===== src/rtl/alu_pkg.sv =====
// Shared definitions for the execute-stage ALU sequencer: opcode nibbles,
// data width, state encoding and the illegal-opcode predicate.
package alu_pkg;

    localparam int unsigned DATA_W = 8;

    typedef enum logic [3:0] {
        OP_ADD    = 4'h0,
        OP_SUB    = 4'h1,
        OP_AND    = 4'h2,
        OP_OR     = 4'h3,
        OP_XOR    = 4'h4,
        OP_SHL    = 4'h5,
        OP_SHR    = 4'h6,
        OP_MUL_LO = 4'h7,
        OP_MUL_HI = 4'h8,
        OP_INC    = 4'h9,
        OP_DEC    = 4'hA,
        OP_DIV    = 4'hB,
        OP_MOD    = 4'hC,
        OP_CARRY  = 4'hD
    } op_nibble_e;

    localparam logic [3:0] MUL_LO_OP = OP_MUL_LO;
    localparam logic [3:0] MUL_HI_OP = OP_MUL_HI;
    localparam logic [3:0] DIV_OP    = OP_DIV;
    localparam logic [3:0] MOD_OP    = OP_MOD;

    typedef enum logic [1:0] {
        IDLE     = 2'd0,
        ISSUE_LO = 2'd1,
        ISSUE_HI = 2'd2,
        DONE     = 2'd3
    } state_e;

    // Nibbles E and F have no ALU function.
    function automatic logic is_illegal_op(input logic [7:0] op);
        return (op[3:0] == 4'hE) || (op[3:0] == 4'hF);
    endfunction

endpackage


===== src/rtl/alu_issue_ctrl.sv =====
// Execute-stage sequencer: issues one op (two for a 16-bit multiply) to the
// external 8-bit ALU, captures its data bus and hands a result to writeback.
module alu_issue_ctrl
    import alu_pkg::*;
#(
    parameter int unsigned DATA_W    = alu_pkg::DATA_W,
    parameter logic [3:0]  MUL_LO_OP = alu_pkg::MUL_LO_OP,
    parameter logic [3:0]  MUL_HI_OP = alu_pkg::MUL_HI_OP,
    parameter logic [3:0]  DIV_OP    = alu_pkg::DIV_OP,
    parameter logic [3:0]  MOD_OP    = alu_pkg::MOD_OP
) (
    input  logic                  clk,
    input  logic                  rst,
    input  logic                  in_valid,
    output logic                  in_ready,
    input  logic [7:0]            in_opcode,
    input  logic [DATA_W-1:0]     in_a,
    input  logic [DATA_W-1:0]     in_b,
    output logic [DATA_W-1:0]     alu_para_a,
    output logic [DATA_W-1:0]     alu_para_b,
    output logic [7:0]            alu_opcode,
    output logic                  alu_en,
    input  logic [DATA_W-1:0]     alu_data,
    output logic                  out_valid,
    input  logic                  out_ready,
    output logic [2*DATA_W-1:0]   out_result,
    output logic                  out_zero,
    output logic                  out_div0,
    output logic                  out_illegal,
    output logic                  busy
);

    state_e                state_q, state_d;
    logic [DATA_W-1:0]     a_q, a_d;
    logic [DATA_W-1:0]     b_q, b_d;
    logic [7:0]            op_q, op_d;
    logic [7:0]            alu_op_q, alu_op_d;
    logic                  alu_en_q, alu_en_d;
    logic [2*DATA_W-1:0]   result_q, result_d;
    logic                  zero_q, zero_d;
    logic                  div0_q, div0_d;
    logic                  illegal_q, illegal_d;
    logic                  out_valid_q, out_valid_d;
    logic                  accept;
    logic                  is_divmod;

    assign accept    = in_valid && in_ready;
    assign is_divmod = (op_q[3:0] == DIV_OP) || (op_q[3:0] == MOD_OP);

    always_comb begin
        state_d     = state_q;
        a_d         = a_q;
        b_d         = b_q;
        op_d        = op_q;
        alu_op_d    = alu_op_q;
        alu_en_d    = alu_en_q;
        result_d    = result_q;
        zero_d      = zero_q;
        div0_d      = div0_q;
        illegal_d   = illegal_q;
        out_valid_d = out_valid_q;

        unique case (state_q)
            IDLE: begin
                if (accept) begin
                    a_d      = in_a;
                    b_d      = in_b;
                    op_d     = in_opcode;
                    alu_op_d = in_opcode;
                    result_d = '0;
                    if (is_illegal_op(in_opcode)) begin
                        state_d     = DONE;
                        illegal_d   = 1'b1;
                        zero_d      = 1'b1;
                        out_valid_d = 1'b1;
                    end else begin
                        state_d  = ISSUE_LO;
                        alu_en_d = 1'b1;
                    end
                end
            end
            ISSUE_LO: begin
                result_d = {{DATA_W{1'b0}}, alu_data};
                if (op_q[3:0] == MUL_LO_OP) begin
                    state_d  = ISSUE_HI;
                    alu_op_d = {op_q[7:4], MUL_HI_OP};
                end else begin
                    state_d     = DONE;
                    alu_en_d    = 1'b0;
                    out_valid_d = 1'b1;
                    zero_d      = (alu_data == '0);
                    div0_d      = is_divmod && (b_q == '0);
                end
            end
            ISSUE_HI: begin
                result_d[2*DATA_W-1:DATA_W] = alu_data;
                state_d     = DONE;
                alu_en_d    = 1'b0;
                out_valid_d = 1'b1;
                zero_d      = ({alu_data, result_q[DATA_W-1:0]} == '0);
            end
            DONE: begin
                if (out_ready) begin
                    state_d     = IDLE;
                    out_valid_d = 1'b0;
                    result_d    = '0;
                    zero_d      = 1'b0;
                    div0_d      = 1'b0;
                    illegal_d   = 1'b0;
                end
            end
            default: state_d = IDLE;
        endcase
    end

    always_ff @(posedge clk) begin
        if (!rst) begin
            state_q     <= IDLE;
            a_q         <= '0;
            b_q         <= '0;
            op_q        <= '0;
            alu_op_q    <= '0;
            alu_en_q    <= 1'b0;
            result_q    <= '0;
            zero_q      <= 1'b0;
            div0_q      <= 1'b0;
            illegal_q   <= 1'b0;
            out_valid_q <= 1'b0;
        end else begin
            state_q     <= state_d;
            a_q         <= a_d;
            b_q         <= b_d;
            op_q        <= op_d;
            alu_op_q    <= alu_op_d;
            alu_en_q    <= alu_en_d;
            result_q    <= result_d;
            zero_q      <= zero_d;
            div0_q      <= div0_d;
            illegal_q   <= illegal_d;
            out_valid_q <= out_valid_d;
        end
    end

    assign in_ready    = (state_q == IDLE) && rst;
    assign busy        = (state_q != IDLE);
    assign alu_para_a  = a_q;
    assign alu_para_b  = b_q;
    assign alu_opcode  = alu_op_q;
    assign alu_en      = alu_en_q;
    assign out_valid   = out_valid_q;
    assign out_result  = result_q;
    assign out_zero    = zero_q;
    assign out_div0    = div0_q;
    assign out_illegal = illegal_q;

endmodule

===== config.mk =====
export PLATFORM = sky130hd
export DESIGN_NAME = alu_issue_ctrl
export DESIGN_NICKNAME = d
export VERILOG_FILES = /design/src/rtl/alu_pkg.sv /design/src/rtl/alu_issue_ctrl.sv
export SDC_FILE = /design/constraint.sdc
export NUM_CORES = 1
export LEC_CHECK = 0
export BUFFER_PORTS_ARGS = -buffer_cell sky130_fd_sc_hd__buf_2
export CORE_AREA = 2 2 85 71
export DETAILED_ROUTE_END_ITERATION = 16
export DIE_AREA = 0 0 87 73
export HOLD_SLACK_MARGIN = 0.08
export PLACE_DENSITY = 0.81
export SLEW_MARGIN = 20
export SYNTH_ARGS = -nofsm -noshare
export SYNTH_HDL_FRONTEND = slang
export SYNTH_SLANG_ARGS = --single-unit

===== constraint.sdc =====
create_clock -name clk -period 1.7 [get_ports clk]
set_input_delay 0.425 -clock clk [delete_from_list [all_inputs] [get_ports clk]]
set_output_delay 0.425 -clock clk [all_outputs]
set_load 0.02 [all_outputs]

### Yosys cells after proc, flatten, opt, wreduce, memory -nomap -nowiden

Index checks and enable logic that the tools add are counted.

* equality and inequality tests: 14
* mux-type cells: 26
* reductions and logical operators: 23

Operator list (count)
* two-way mux 16 bit: 2
* one-hot mux 8 bit (4 select lines): 1
* one-hot mux 8 bit (3 select lines): 1
* == test 4 bit (second input constant): 4
* zero test 16 bit: 1
* zero test 8 bit: 2
* two-way mux 8 bit: 2
* one-hot mux 8 bit (2 select lines): 1
* inequality test 2 bit (second input constant): 6
* AND reduction 4 bit: 3
* two-way mux 1 bit: 10
* AND reduction 3 bit: 3
* one-hot mux 1 bit (4 select lines): 2
* one-hot mux 2 bit (4 select lines): 1
* nonzero test 2 bit: 4
* two-way mux 2 bit: 3
* nonzero test 3 bit: 2
* == test 2 bit (second input constant): 2
* == test 4 x 3 -> 1 bit (second input constant): 1
* one-hot mux 1 bit (2 select lines): 2
* AND reduction 2 bit: 2
* logical AND 1 bit: 3
* one-hot mux 1 bit (3 select lines): 1
* == test 2 x 1 -> 1 bit (second input constant): 1
* other kinds (2): 3

* register bits: 55
* bits of input ports: 36
* output and inout port bits: 47
* word-level logic and storage cells: 75

### Logic depth before layout (Yosys ltp)

* word-level depth: 5
* depth in mapped cells: 8
* mapped depth without buffers: 6

### Worst setup path before layout

Ideal clock, no wire load.

* path kind: flip-flop to flip-flop
* start: reg state_q[1]
* end: reg result_q[7], in the netlist out_result[7]
* data arrival time: 1527 ps
* data required time: 1568 ps
* path slack: 41 ps
* stages on the path, launching flop included: 9
* path buffers: 2
* cell sequence: dfxtp_1 > inv_1 > ha_1 > a21boi_2 > or2_1 > buf_4 > buf_6 > o21ai_1 > a21oi_1

* word-level cells in the longest chain between the ends: 5
* elaborated cells on any way between the ends: 10

Ends and longest elaborated chain
* start: declaration: line alu_issue_ctrl.sv:33 `state_e state_q, state_d;`
* start signal: assignment: line alu_issue_ctrl.sv:130 `state_q <= state_d;`
* zero test 2 bit: line alu_issue_ctrl.sv:63, alu_issue_ctrl.sv:144
* logical AND 1 bit: line alu_issue_ctrl.sv:144 `assign in_ready = (state_q == IDLE) && rst;`
* logical AND 1 bit: line alu_issue_ctrl.sv:47 `assign accept = in_valid && in_ready;`
* inequality test 2 bit (no source line)
* AND reduction 3 bit (no source line)
* end signal: assignment: line alu_issue_ctrl.sv:136 `result_q <= result_d;`
* end: declaration: line alu_issue_ctrl.sv:39 `logic [2*DATA_W-1:0] result_q, result_d;`

Parallel ways exist; a longest one is shown, timed or not.
A chain may end at the register's enable or synchronous reset.

### Worst setup path after layout

* start: reg state_q[1]
* end: out in_ready

* word-level cells in the longest chain between the ends: 2

Ends and longest elaborated chain
* zero test 2 bit: line alu_issue_ctrl.sv:144
* logical AND 1 bit: line alu_issue_ctrl.sv:144
* end: declaration: line alu_issue_ctrl.sv:15 `output logic in_ready,`

No other way between the ends.

==> results by group <==
Run status
  – Run status: finished clean

Drt
  – Residual DRC count: 0
  – Via count normalized by instance count: slightly above 5
  – Wire per inst: approximately 14 um
  – Drt first-iter violations: approximately 150
  – Final WL: 6.035 mm
  – Antenna viol nets, final: 0
  – Via count: between 2000 and 2500
  – Number of detailed-routing iterations run before antenna repair: 4

Synthesis
  – Yosys Warn Count: 0
  – Total nets after synthesis: approximately 320
  – Post-synth top area share: about 47%
  – Fraction of the yosys area taken by sequential cells: 46.86%
  – Post-synth top cells: nand2_1, dfxtp_1, o21ai_0
  – Async set-or-reset flop fraction in the synthesized netlist: 0%
  – Average cell area after synthesis: about 8.5 sq um
  – Yosys cell types: 40
  – Synth Flop Type: dfxtp_1
  – Post-Syn Area: ~2300 sq um
  – Biggest area contributors in the synthesized netlist: dfxtp_1, nand2_1, o21ai_0
  – Post-synth EDFFs: 0
  – Biggest area consumer among synthesized cells: dfxtp_1
  – Count of mapped cells out of synthesis: 278
  – Cell with the most instances after synthesis: nand2_1
  – Register bit count reported by yosys: 55

Power
  – Reported leakage power: around 1.3 nW
  – Maximum ir drop on the vdd rail: 0.7967 mV
  – Total power consumption of the routed design: a little over 0.005 W
  – Power density over the cells: about 1600 nW/um^2

STA
  – Hold violation total from the final report: 0
  – Slew Limit Fails: 0
  – Post-route setup TNS: 0 ns
  – Final-report setup violation count: 0
  – Worst hold margin: ~0.30 ns
  – Tightest slew margin relative to the limit: 72.07%
  – Post-route clock skew: approximately 0.0053 ns
  – Final worst path period need: 1.642 ns
  – Max Freq: around 0.61 GHz
  – Final clock period utilization by the worst path: 96.56%
  – Unrepaired setup endpoints after global routing: false
  – Worst Tran Pin Value: 0.4083 ns

Final layout
  – Final Non-Filler Cells: around 440
  – Share of post-route cells with drive strength above 1: about 37%
  – Number of filler cells placed in the layout: a little over 500
  – Area used by multi-input combinational logic: ~1200 sq um
  – Antenna diode instance count: 0
  – # nets final: just over 400
  – Reg area: ~1100 sq um
  – Area added between synthesis and finish: 32.37%

Clock tree
  – Number of clock sinks: 55
  – Clock edge transition at the registers on the reported setup and hold paths: roughly 0.090 ns
  – Cts hold-fix bufs: 0
  – Number of buffers created by CTS: 5
  – TritonCTS clock tree: yes
  – Largest buffer count on any clock path: 2
  – Maximum level of the CTS H-tree: 2
  – Clock Tree Root: clkbuf_8
  – Clk_lat worst skew: 0.31 ns

Global route
  – Number of antenna violations at the first check in global routing: 0
  – Total routing usage reported by global routing: around 19%
  – Pin count of the biggest net entering global routing: 52
  – Total global routing overflow: 0
  – First-pass GRT wire length: 9.853 mm
  – Via count of the first global-routing pass: 2100

Critical path
  – Startpoint-to-endpoint class of the critical path: reg -> out
  – Critical Path Start Type: flip-flop
  – Kind of capture point of the worst setup path: primary output
  – Maximum fanout along the worst path: 6
  – WP data arrival: about 1.2 ns
  – WP data required: 1.27 ns

Placed design
  – Final estimated routing congestion in global placement: between 0.8 and 0.9
  – Cell count after placement: between 400 and 500
  – PortBufs: around 80
  – HPWL after detailed placement: roughly 4.5 mm

Die
  – Horiz. Die Dim: just under 90 um
  – Floorplan row count: 25
  – Effective utilization at floorplan: 41.97%
  – Die height: ~73 um
  – I/O pin total: a little over 80
  – Area of the core region: about 5600 sq um
  – Total Die Area: between 6000 and 7000 sq um

Min path
  – Path category of the worst min-delay check: in -> reg

Job
  – Number of violations of the max-capacitance limit: 0
[area by class of cell]
cell class | count | area share (%)
clock buffer | 8 | 3.218
timing repair buffer | 106 | 20.39
tap | 67 | 2.695
sequential | 55 | 35.56
multi-input combinational | 201 | 37.65
inverter | 4 | 0.4827
[critical path, cell delays in order, from the launching register on]
cell and delay (ns):
dfxtp_4 0.37, inv_2 0.08, ha_4 0.17, inv_2 0.07
nor2_4 0.10, buf_6 0.12
[worst paths after layout]
path / start / endpoint / slack [ns] / cells after the start
worst min-delay path: in_b[1] / alu_para_b[1]$_SDFFE_PN0P_ / 0.30 / 3
worst min register to register: out_result[14]$_SDFFE_PN0P_ / out_result[14]$_SDFFE_PN0P_ / 0.45 / 2
worst max-delay path: state_q[1]$_SDFFE_PN0P_ / in_ready / 0.06 / 5
worst max register to register: state_q[1]$_SDFFE_PN0P_ / alu_opcode[4]$_SDFFE_PN0P_ / 0.08 / 8
[registers in the layout, indices dropped and copies added (netlist names)]
signal       count
out_result      16
alu_opcode       8
alu_para_a       8
alu_para_b       8
op_q             8
state_q          2
alu_en           1
out_div0         1
out_illegal      1
out_valid        1
out_zero         1
[cells by family after synthesis]
family | count (synthesis) | share of synthesized area (%)
flip-flops | 55 | 46.86
AND/OR/NAND/NOR | 113 | 22.95
adder cells (fa/ha/maj) | 5 | 2.662
multiplexers | 5 | 2.130
AO/OA/AOI/OAI | 78 | 20.71
buffers and inverters | 22 | 4.685
[layer usage]
layer / vias up / track usage [%] / wire (um)
met5: - / 0 / 0
met4: 0 / 6.944 / 95
met3: 9 / 5.090 / 391
met2: 69 / 29.52 / 2774
met1: 1058 / 26.74 / 2773
li1: 1153 / - / -
[placed cells by master (no fill, tap or decap), types with 4 or more instances in the layout]
cell | netlist | routed
buf_4 | 2 | 21
mux2i_1 | 5 | 5
nand2_1 | 61 | 61
nand3_1 | 17 | 17
nor3_1 | 4 | 4
buf_2 | 4 | 81
o21ai_0 | 30 | 30
dfxtp_1 | 55 | 53
nor2_2 | 6 | 6
clkbuf_8 | 0 | 7
a211oi_2 | 6 | 6
a21oi_1 | 24 | 23
nand2b_1 | 5 | 5
o21ai_1 | 7 | 7
[power breakdown]
group	switching, W	total (W)	internal, W
clock	0.000416	0.000789	0.000373
sequential	0.000198	0.00179	0.00159
combinational	0.00138	0.00247	0.00108
total	0.00200	0.00505	0.00305
[stage by stage]
stage | cell area [sq um] | setup slack [ns] | utilization [%]
floorplan | 2350 | 0.04113 | -
global placement | 2952 | 0.08140 | 52.72
detailed placement | 2952 | 0.03908 | 52.72
CTS | 3065 | 0.003684 | 54.75
global route | 3110 | 0.007267 | 55.55
finish | 3110 | 0.05847 | 55.55
[repair_timing]
| action | in CTS | in global routing |
|---|---|---|
| buffers inserted | 0 | 2 |
| pin swaps | 0 | 1 |
| endpoints found under the setup margin | 2 | 14 |
| resized for setup | 5 | 10 |
(Power assumes the default switching activity.)
